===== src/rtl/mc_pkg.sv =====
// rtl/mc_pkg.sv - opcodes, FSM states and datapath control encodings shared by mc_controller
package mc_pkg;

  localparam logic [5:0] OP_RTYPE = 6'b000000;
  localparam logic [5:0] OP_J     = 6'b000010;
  localparam logic [5:0] OP_BEQ   = 6'b000100;
  localparam logic [5:0] OP_BNE   = 6'b000101;
  localparam logic [5:0] OP_ADDI  = 6'b001000;
  localparam logic [5:0] OP_LB    = 6'b100000;
  localparam logic [5:0] OP_SB    = 6'b101000;

  typedef enum logic [3:0] {
    S_FETCH, S_DECODE, S_MEMADR, S_LBRD, S_LBWR, S_SBWR, S_RTYPEEX,
    S_RTYPEWR, S_BEQEX, S_BNEEX, S_JEX, S_ADDIEX, S_ADDIWR
  } state_t;

  localparam logic [1:0] ALUOP_ADD    = 2'b00;
  localparam logic [1:0] ALUOP_SUB    = 2'b01;
  localparam logic [1:0] ALUOP_FUNCT  = 2'b10;

  localparam logic [1:0] PCSRC_ALU    = 2'b00;
  localparam logic [1:0] PCSRC_ALUOUT = 2'b01;
  localparam logic [1:0] PCSRC_JUMP   = 2'b10;

  localparam logic [1:0] SRCB_B       = 2'b00;
  localparam logic [1:0] SRCB_ONE     = 2'b01;
  localparam logic [1:0] SRCB_IMM     = 2'b10;
  localparam logic [1:0] SRCB_BROFF   = 2'b11;

  // A single-beat bus still needs a one-bit counter to keep the port widths legal.
  function automatic int beat_w(input int beats);
    return (beats > 1) ? $clog2(beats) : 1;
  endfunction

endpackage


===== src/rtl/mc_fetch_seq.sv =====
// rtl/mc_fetch_seq.sv - instruction fetch beat counter with one-hot IR lane enables
module mc_fetch_seq
  import mc_pkg::*;
#(
  parameter int BEATS = 4
) (
  input  logic             clk,
  input  logic             reset,
  input  logic             fetch,
  input  logic             memready,
  output logic [BEATS-1:0] irwrite,
  output logic             last
);

  localparam int BW = beat_w(BEATS);

  logic [BW-1:0] beat;
  logic          advance;

  assign advance = fetch & memready;
  assign last    = (beat == BW'(BEATS - 1));
  assign irwrite = advance ? (BEATS'(1) << beat) : '0;

  always_ff @(posedge clk or negedge reset) begin
    if (!reset) begin
      beat <= '0;
    end else if (advance) begin
      beat <= last ? '0 : beat + BW'(1);
    end
  end

endmodule


===== src/rtl/mc_controller.sv =====
// rtl/mc_controller.sv - multicycle mini-MIPS control FSM with parametrised fetch width and memory handshake
module mc_controller
  import mc_pkg::*;
#(
  parameter  int DATA_W  = 8,
  parameter  int INSTR_W = 32,
  localparam int BEATS   = INSTR_W / DATA_W
) (
  input  logic             clk,
  input  logic             reset,
  input  logic [5:0]       op,
  input  logic             zero,
  input  logic             memready,
  output logic             memread,
  output logic             memwrite,
  output logic             alusrca,
  output logic             memtoreg,
  output logic             iord,
  output logic             pcen,
  output logic             regwrite,
  output logic             regdst,
  output logic [1:0]       pcsource,
  output logic [1:0]       alusrcb,
  output logic [1:0]       aluop,
  output logic [BEATS-1:0] irwrite
  ,
  output logic             illegal
);

  state_t state;
  logic   fetch;
  logic   last;

  // Gating fetch with reset keeps irwrite low while reset is held.
  assign fetch = (state == S_FETCH) && reset;

  mc_fetch_seq #(.BEATS(BEATS)) u_fetch (
    .clk      (clk),
    .reset    (reset),
    .fetch    (fetch),
    .memready (memready),
    .irwrite  (irwrite),
    .last     (last)
  );

  always_ff @(posedge clk or negedge reset) begin
    if (!reset) begin
      state <= S_FETCH;
    end else begin
      case (state)
        S_FETCH:   if (memready && last) state <= S_DECODE;
        S_DECODE: begin
          case (op)
            OP_LB, OP_SB: state <= S_MEMADR;
            OP_RTYPE:     state <= S_RTYPEEX;
            OP_BEQ:       state <= S_BEQEX;
            OP_BNE:       state <= S_BNEEX;
            OP_J:         state <= S_JEX;
            OP_ADDI:      state <= S_ADDIEX;
            default:      state <= S_FETCH;
          endcase
        end
        S_MEMADR:  state <= (op == OP_SB) ? S_SBWR : S_LBRD;
        S_LBRD:    if (memready) state <= S_LBWR;
        S_SBWR:    if (memready) state <= S_FETCH;
        S_RTYPEEX: state <= S_RTYPEWR;
        S_ADDIEX:  state <= S_ADDIWR;
        default:   state <= S_FETCH;
      endcase
    end
  end

  always_comb begin
    memread  = 1'b0;
    memwrite = 1'b0;
    alusrca  = 1'b0;
    memtoreg = 1'b0;
    iord     = 1'b0;
    pcen     = 1'b0;
    regwrite = 1'b0;
    regdst   = 1'b0;
    pcsource = PCSRC_ALU;
    alusrcb  = SRCB_B;
    aluop    = ALUOP_ADD;
    illegal  = 1'b0;
    case (state)
      S_FETCH: begin
        memread = 1'b1;
        alusrcb = SRCB_ONE;
        pcen    = memready;
      end
      S_DECODE: begin
        alusrcb = SRCB_BROFF;
        case (op)
          OP_LB, OP_SB, OP_RTYPE, OP_BEQ, OP_BNE, OP_J, OP_ADDI: illegal = 1'b0;
          default: illegal = 1'b1;
        endcase
      end
      S_MEMADR, S_ADDIEX: begin
        alusrca = 1'b1;
        alusrcb = SRCB_IMM;
      end
      S_LBRD: begin
        memread = 1'b1;
        iord    = 1'b1;
      end
      S_LBWR: begin
        regwrite = 1'b1;
        memtoreg = 1'b1;
      end
      S_SBWR: begin
        memwrite = 1'b1;
        iord     = 1'b1;
      end
      S_RTYPEEX: begin
        alusrca = 1'b1;
        aluop   = ALUOP_FUNCT;
      end
      S_RTYPEWR: begin
        regwrite = 1'b1;
        regdst   = 1'b1;
      end
      S_BEQEX, S_BNEEX: begin
        alusrca  = 1'b1;
        aluop    = ALUOP_SUB;
        pcsource = PCSRC_ALUOUT;
        pcen     = (state == S_BEQEX) ? zero : ~zero;
      end
      S_JEX: begin
        pcsource = PCSRC_JUMP;
        pcen     = 1'b1;
      end
      S_ADDIWR: regwrite = 1'b1;
      default: ;
    endcase
    // Reset kills every write/request immediately, even mid-instruction.
    if (!reset) begin
      memread  = 1'b0;
      memwrite = 1'b0;
      pcen     = 1'b0;
      regwrite = 1'b0;
      illegal  = 1'b0;
    end
  end

endmodule

===== config.mk =====
export PLATFORM = sky130hd
export DESIGN_NAME = mc_controller
export DESIGN_NICKNAME = d
export VERILOG_FILES = /design/src/rtl/mc_pkg.sv /design/src/rtl/mc_fetch_seq.sv /design/src/rtl/mc_controller.sv
export SDC_FILE = /design/constraint.sdc
export NUM_CORES = 1
export LEC_CHECK = 0
export CAP_MARGIN = 20
export CELL_PAD_IN_SITES_DETAIL_PLACEMENT = 0
export CELL_PAD_IN_SITES_GLOBAL_PLACEMENT = 1
export CORE_MARGIN = 2
export CORE_UTILIZATION = 28
export DETAILED_ROUTE_END_ITERATION = 10
export PLACE_DENSITY_LB_ADDON = 0.1
export SLEW_MARGIN = 40
export SYNTH_ARGS = -nofsm -noshare
export SYNTH_HDL_FRONTEND = slang
export SYNTH_HIERARCHICAL = 1
export SYNTH_SLANG_ARGS = --single-unit

===== constraint.sdc =====
create_clock -name clk -period 1.9 [get_ports clk]
set_clock_uncertainty 0.1 [all_clocks]
set_input_delay 0.285 -clock clk [delete_from_list [all_inputs] [get_ports clk]]
set_output_delay 0.285 -clock clk [all_outputs]
set_load 0.05 [all_outputs]

# [Word-level counts from Yosys, hierarchy flattened]
# Index checks and enable logic that the tools add are counted.
[classes] addsub=1 n_eq_ne=22 n_shift=1 mux=27 bitwise_logic=2 n_reduce_logical=13
[ops] cell="4-bit one-hot mux with 7 select lines" n=1
[ops] cell="4-bit one-hot mux with 6 select lines" n=1
[ops] cell="4-bit == test, second input constant" n=5
[ops] cell="4-bit by 3-bit == test with 1-bit output, second input constant" n=4
[ops] cell="4-bit 2-to-1 mux" n=4
[ops] cell="1-bit 2-to-1 mux" n=15
[ops] cell="6-bit by 3-bit == test with 1-bit output, second input constant" n=2
[ops] cell="6-bit == test, second input constant" n=2
[ops] cell="2-bit OR reduction" n=5
[ops] cell="4-bit by 2-bit == test with 1-bit output, second input constant" n=2
[ops] cell="2-bit one-hot mux with 2 select lines" n=2
[ops] cell="7-bit OR reduction" n=1
[ops] cell="6-bit by 2-bit == test with 1-bit output, second input constant" n=1
[ops] cell="6-bit by 4-bit == test with 1-bit output, second input constant" n=1
[ops] cell="6-bit zero test" n=1
[ops] cell="2-bit one-hot mux with 3 select lines" n=1
[ops] cell="5-bit OR reduction" n=1
[ops] cell="4-bit by 1-bit == test with 1-bit output, second input constant" n=1
[ops] cell="4-bit zero test" n=1
[ops] cell="2-bit != test, second input constant" n=2
[ops] cell="1-bit by 2-bit << shifter with 4-bit output, first input constant" n=1
[ops] cell="3-bit 2-to-1 mux" n=1
[ops] cell="1-bit one-hot mux with 3 select lines" n=1
[ops] cell="3-bit AND reduction" n=1
[ops] cell="other kinds (8)" n=9
[word_totals] register_bits=6 inputBits=10 out_inout_bits=19 word_cells=68

# [Logic depth before layout (Yosys ltp)]
# Gate-level depths: netlist (run 1).
[logic_depth] word_depth=5 mapped_depth=6 ltp_nobuf=5

# [Cells and area by module]
# Netlist (run 1), hierarchy kept.
[modules_own_cells] mod="mc_controller" instances=1 cells_per_inst=94 area_per_inst_um2=650.6 seq_area_each_um2=100.1
[modules_own_cells] mod="mc_fetch_seq" instances=1 cells_per_inst=16 area_per_inst_um2=177.7 seq_area_each_um2=50.0

# [Worst setup path before layout (run 1)]
# OpenSTA, ideal clock, no wires.
[synth_path] path_kind="reg-to-output" start="reg state[3]" end="out memread" arrival_ns=2.064 t_required_ns=1.515 setup_slack_ns=-0.549 stages_incl_launch_ff=4 path_buffers=1 cell_sequence="dfrtp_1 -> buf_4 -> or3b_1 -> nor3b_1"
[synth_via] elab_chain_cells=4 word_cells_on_any_way=5 classes_between="1 x eq/ne; 2 x mux; 2 x reduce/logical"
[synth_rtl] item="start, declared" line="mc_controller.sv:30" source="state_t state;"
[synth_rtl] item="start signal, assigned" line="mc_controller.sv:63" source="S_MEMADR: state <= (op == OP_SB) ? S_SBWR : S_LBRD;"
[synth_rtl] item="4-bit by 2-bit == test with 1-bit output / 4-bit zero test (equally long branches)" line="mc_controller.sv:86" source="case (state)"
[synth_rtl] item="2-bit OR reduction (no line) (*)"
[synth_rtl] item="1-bit 2-to-1 mux (*)" line="mc_controller.sv:86"
[synth_rtl] item="1-bit 2-to-1 mux (*)" line="mc_controller.sv:137" source="if (!reset) begin"
[synth_rtl] item="end, declared" line="mc_controller.sv:14" source="output logic memread,"
# Mark *: on every way between the ends. The rest lies on a longest branch, timed or not.

# [Final worst setup path (run 1)]
[layout_path] start="reg state[3]" end="out irwrite[2]"
[layout_via] elab_chain_cells=4
[layout_rtl] item="4-bit zero test" line="mc_controller.sv:35" source="assign fetch = (state == S_FETCH) && reset;"
[layout_rtl] item="1-bit logical AND" line="mc_controller.sv:35"
[layout_rtl] item="via fetch" line="mc_controller.sv:31" source="logic fetch;"
[layout_rtl] item="1-bit AND" line="mc_fetch_seq.sv:20" source="assign advance = fetch & memready;"
[layout_rtl] item="4-bit 2-to-1 mux" line="mc_fetch_seq.sv:22" source="assign irwrite = advance ? (BEATS'(1) << beat) : '0;"
[layout_rtl] item="end, declared" line="mc_controller.sv:25" source="output logic [BEATS-1:0] irwrite"
# The timed path passes the listed nets, and every way through them passes these cells.

==> results.json, run 1 <==
{
  "globalplace.congestion": 0.838,
  "total_power_mw": 2.02,
  "stdcell_count": 188,
  "port_buffers": 28,
  "antenna_found_initial": 0,
  "insertion_delay_ps": 240,
  "ys_ff_latch": 6,
  "grt_max_degree": 20,
  "async_flop_share": 1.00,
  "yosys_warnings": 6,
  "dp_cells": 176,
  "area_growth_pct": 99.2,
  "post-route-min-period_ps": 2020,
  "clk_transition_reported_paths_ps": 50,
  "synthCells": 110,
  "fin_nets": 173,
  "dieWidth_um": 58.4,
  "final_cell_mix": "buf_12 (21), buf_4 (20), nor2_1 (11)",
  "ios": 29,
  "n_antenna_cell": 0,
  "drt_iter0_drc": 83,
  "critPathBufInv": 1,
  "hold_path_class": "reg2reg",
  "synthSimpleGateAreaFrac": 0.358,
  "rsz0062_at_grt": "true",
  "fmax_mhz": 496,
  "finalMaxSlewViolations": 0,
  "cts-root-buf": "clkbuf_4",
  "setup_violations": 6,
  "required_ps": 1510,
  "synthMuxAreaShare": 0.0785,
  "crit_chain": "or3b_4 > nor3_4 > and3_4 > buf_12",
  "yosysTopAreaCellShare": 0.181,
  "drc": 0,
  "critical_path.max_fanout": 5,
  "synth_nets": 124,
  "synthAdderAreaFrac": 0.0604,
  "die_h_um": 58.4,
  "cts.path.max_buffers": 2,
  "synthFlopType": "dfrtp_1",
  "critPathArrivalTime_ps": 1630,
  "synth_compound_gate_area_share": 0.213,
  "core_mm2": 0.00278,
  "layout-drive-gt1-share": 0.510,
  "timing.slew.headroom": 0.799,
  "min_period_over_period": 1.06,
  "end_kind": "primary output",
  "ys_top_cells_by_area": "dfrtp_1 (18%), nor2_1 (7.7%), ha_1 (6.0%), mux2_4 (5.4%), nor2b_1 (3.8%)",
  "cts_tree": "built",
  "vias": 984,
  "synth_top_family_by_area": "simple AND/OR/NAND/NOR gates",
  "worstMarginPinSlew_ps": 302,
  "wl_per_cell_um": 14.1,
  "cpMaxStageDelayCell": "or3b_4",
  "dieArea_mm2": 0.00341,
  "p_leak_nw": 0.684,
  "status": "complete, but fails checks",
  "final_common_cell": "buf_12",
  "final-hold-violation-count": 0,
  "syn_area_um2": 828,
  "postRouteAntennaNets": 0,
  "post-place-ws_ps": -291,
  "vdd_drop_max_mv": 1.08,
  "synth_cell_type_count": 43,
  "cts_sinks": 6,
  "vias_per_cell": 5.23,
  "netlist.top_cell.by_area": "dfrtp_1",
  "start_kind": "register",
  "initial_core_util": 0.298,
  "firstDrtPassIters": 5,
  "synth_edf_count": 0,
  "violations": "setup timing",
  "place_hpwl_um": 1890,
  "cts_max_level": 1,
  "drv_cap": 0,
  "num_rows": 19,
  "worstSetupPathType": "reg2out",
  "grt_pass1_wl_um": 4000,
  "path_delay_family": "simple AND/OR/NAND/NOR gates",
  "cts_buffers": 3,
  "grt_pass1_vias": 865,
  "grt.total_usage": 0.148,
  "wl_um": 2650,
  "power_density_mw_per_mm2": 1220,
  "postLayoutCoreUtil": 0.593,
  "max_stage_delay_ps": 410,
  "holdWs_ps": 498,
  "syn_avg_cell_area_um2": 7.53,
  "synth_xor_area_frac": 0.0211,
  "yosysSeqAreaShare": 0.181,
  "worst_slack_ps": -115,
  "grt-ovfl-total": 0,
  "fillers": 243
}
path summary, 6_finish.rpt:
path | endpoint | startpoint | slack [ps] | cells after the start
worst max-delay path | irwrite[2] | state[3] | -120 | 4
worst min-delay path | u_fetch/beat[1] | u_fetch/beat[1] | 500 | 1
worst max register to register | u_fetch/beat[1] | state[3] | 150 | 5
worst min register to register | u_fetch/beat[1] | u_fetch/beat[1] | 500 | 1
max in group asynchronous | state[1] | reset | 870 | 3
min in group asynchronous | u_fetch/beat[1] | reset | 600 | 3
what timing repair did:
action                                 4_1_cts  5_1_grt
resized for setup                           13       14
endpoints found under the hold margin        6        0
pin swaps                                    5        6
setup buffers                                0        8
gates cloned                                 0        0
setup endpoints to repair                   11       14
hold buffers                                 1        0
routing by layer:
| layer | vias to the layer above | GRT usage | routed length, um |
|---|---|---|---|
| li1 | 488 | - | - |
| met1 | 460 | 0.214 | 1230 |
| met2 | 36 | 0.241 | 1280 |
| met3 | 0 | 0.0198 | 144 |
| met4 | 0 | 0.0199 | 0 |
| met5 | - | 0 | 0 |
power breakdown:
| group | internal [mW] | switching, mW | leakage (nW) |
|---|---|---|---|
| Clock | 0.0717 | 0.0500 | 0.0138 |
| Sequential | 0.179 | 0.0862 | 0.0750 |
| Combinational | 0.820 | 0.809 | 0.596 |
cells by family (layout without fill, tap and decap cells):
group	count (synthesis)	in the layout
AOI/OAI and AO/OA	26	26
xor gates and xnor gates	2	2
adders and majority gates	4	4
buffers and inverters	13	60
DFF	6	6
muxes	5	5
and+or+nand+nor	54	54
per-stage QoR:
stage | cell area [um2] | TNS (ps)
floorplan | 877 | -144
global placement | 1460 | -1820
detailed placement | 1460 | -2200
CTS | 1540 | -1060
global route | 1650 | -1230
finish | 1650 | -626
synth_stat cells (all sizes together) (2+ instances only):
cell type and number:
nor2 17, buf 8, o21ai 8, a21oi 6, and3 6, dfrtp 6, nand2 5, nor2b 5
ha 4, inv 4, nand2b 4, nor3 4, mux2 3, nand3 3, and2 2, mux2i 2
nand3b 2, nor4 2, o21a 2
sequential cells by signal (all words and copies together), names as in the netlist:
register      cells
u_fetch/beat      2
state             4
cell type report:
cell class / instances / area (um2) / share of cell area
multi-input combinational: 91 / 726 / 0.440
tap: 31 / 38.8 / 0.0235
clock buffer: 3 / 22.5 / 0.0136
sequential: 6 / 153 / 0.0925
timing repair buffer: 53 / 696 / 0.422
inverter: 4 / 15.0 / 0.00910
No activity file was read; power rests on OpenSTA's default activity.
==> run 2: changes to the inputs <==
Settings changed: GPL_ROUTABILITY_DRIVEN set to 1, SETUP_SLACK_MARGIN set to 0.1.
==> results.json, run 2 (same netlist as run 1, synthesis figures left out) <==
{
  "status": "complete, but fails checks",
  "violations": "setup timing",
  "final_common_cell": "buf_4",
  "vias_per_cell": 5.26,
  "fmax_mhz": 500,
  "drt_iter0_drc": 33,
  "dp_cells": 177,
  "place_area_mm2": 0.00148,
  "antenna_found_initial": 0,
  "wl_um": 2590,
  "post-route-min-period_ps": 2000,
  "start_kind": "register",
  "cts_max_level": 1,
  "ios": 29,
  "cts_sinks": 6,
  "clk_transition_reported_paths_ps": 40,
  "fin_area_mm2": 0.00177,
  "drc": 0,
  "drv_cap": 0,
  "insertion_delay_ps": 240,
  "area_growth_pct": 113,
  "postRouteAntennaNets": 0,
  "holdPathStages": 1,
  "min_period_over_period": 1.05,
  "grt_pass1_vias": 942,
  "p_leak_nw": 0.733,
  "worstMarginPinSlew_ps": 274,
  "grt-ovfl-total": 0,
  "hp-start": "u_fetch/beat[1]",
  "critPathArrivalTime_ps": 1620,
  "cts_tree": "built",
  "worstSetupPathType": "reg2out",
  "vdd_drop_max_mv": 1.02,
  "grt_max_degree": 20,
  "r2r_cells": 5,
  "port_buffers": 28,
  "reg2reg_to": "u_fetch/beat[1]",
  "initial_core_util": 0.298,
  "hold_end": "u_fetch/beat[1]",
  "dieWidth_um": 58.4,
  "core_mm2": 0.00278,
  "top_register": "state",
  "cts.path.max_buffers": 2,
  "die_h_um": 58.4,
  "required_ps": 1510,
  "final-hold-violation-count": 0,
  "vias": 1005,
  "worst_slack_ps": -100,
  "num_rows": 19,
  "post-place-ws_ps": -294,
  "total_power_mw": 2.10,
  "cts_buffers": 3,
  "largest_reg_flops": 4,
  "stdcell_count": 191,
  "setup_violations": 9,
  "fin_nets": 176,
  "wl_per_cell_um": 13.6,
  "critical_path.max_fanout": 5,
  "power_density_mw_per_mm2": 1190,
  "reg_top3": "state (4), u_fetch/beat (2)",
  "timing.slew.headroom": 0.817,
  "n_antenna_cell": 0,
  "grt.total_usage": 0.165,
  "layout-drive-gt1-share": 0.581,
  "cts-root-buf": "clkbuf_4",
  "r2r-start": "state[3]",
  "globalplace.congestion": 0.767,
  "firstDrtPassIters": 4,
  "finalMaxSlewViolations": 0,
  "end_kind": "primary output",
  "hold_path_class": "reg2reg",
  "dieArea_mm2": 0.00341,
  "final_cell_mix": "buf_4 (23), buf_12 (20), nor2_1 (8)",
  "place_hpwl_um": 1830,
  "grt_pass1_wl_um": 4370,
  "rsz0062_at_grt": "true",
  "finalSetupTns_ps": -641,
  "rrSetupSlack_ps": 170
}
## run 2: cell types whose count changed in the layout (fill, tap and decap cells not counted), sizes merged
| cell | previous run | this run |
|---|---|---|
| buf | 43 | 46 |
| clkdlybuf4s50 | 8 | 7 |
| dlymetal6s2s | 0 | 1 |
## run 2: final cells by class
class	count	area, um2
Clock buffer	3	22.5
Inverter	4	15.0
Sequential cell	6	153
Tap cell	31	38.8
Multi-Input combinational cell	91	825
Timing Repair Buffer	56	712
Fill cell	230	1020
## run 2: timing repair
action,4_1_cts,5_1_grt
hold buffers,1,0
hold endpoints to repair,6,0
resized for setup,18,25
pin swaps,11,12
setup buffers,9,2
setup endpoints to repair,16,23
## run 2: power by group
part / internal [mW] / total (mW) / switching, mW
Sequential: 0.179 / 0.256 / 0.0777
Combinational: 0.860 / 1.73 / 0.869
Clock: 0.0713 / 0.115 / 0.0437
Total: 1.11 / 2.10 / 0.990
## run 2: metal layers
metal / vias to the layer above / track usage / part of all wire
li1: 496 / - / -
met1: 477 / 0.226 / 0.42
met2: 28 / 0.265 / 0.53
met3: 4 / 0.0198 / 0.035
met4: 0 / 0.0598 / 0.013
met5: - / 0 / 0
## run 2: how the worst max path moves through the flow
stage	to	startpoint
after detailed placement	irwrite[2]	reset
after global placement	irwrite[3]	reset
final	irwrite[0]	state[3]
after CTS	irwrite[0]	state[3]
after global routing	irwrite[1]	state[3]
after floorplan	memread	state[2]
## run 2: worst max-delay path: stages, from the launching register on
cell	delay, ps
dfrtp_1	380
or3b_4	430
nor3_4	200
and3_4	230
buf_12	130
## run 2: metrics by stage
step	utilization	hold WS (ps)
after floorplan	-	-111
after global routing	0.635	536
after detailed placement	0.531	485
final	0.635	503
after global placement	0.531	465
after CTS	0.596	495
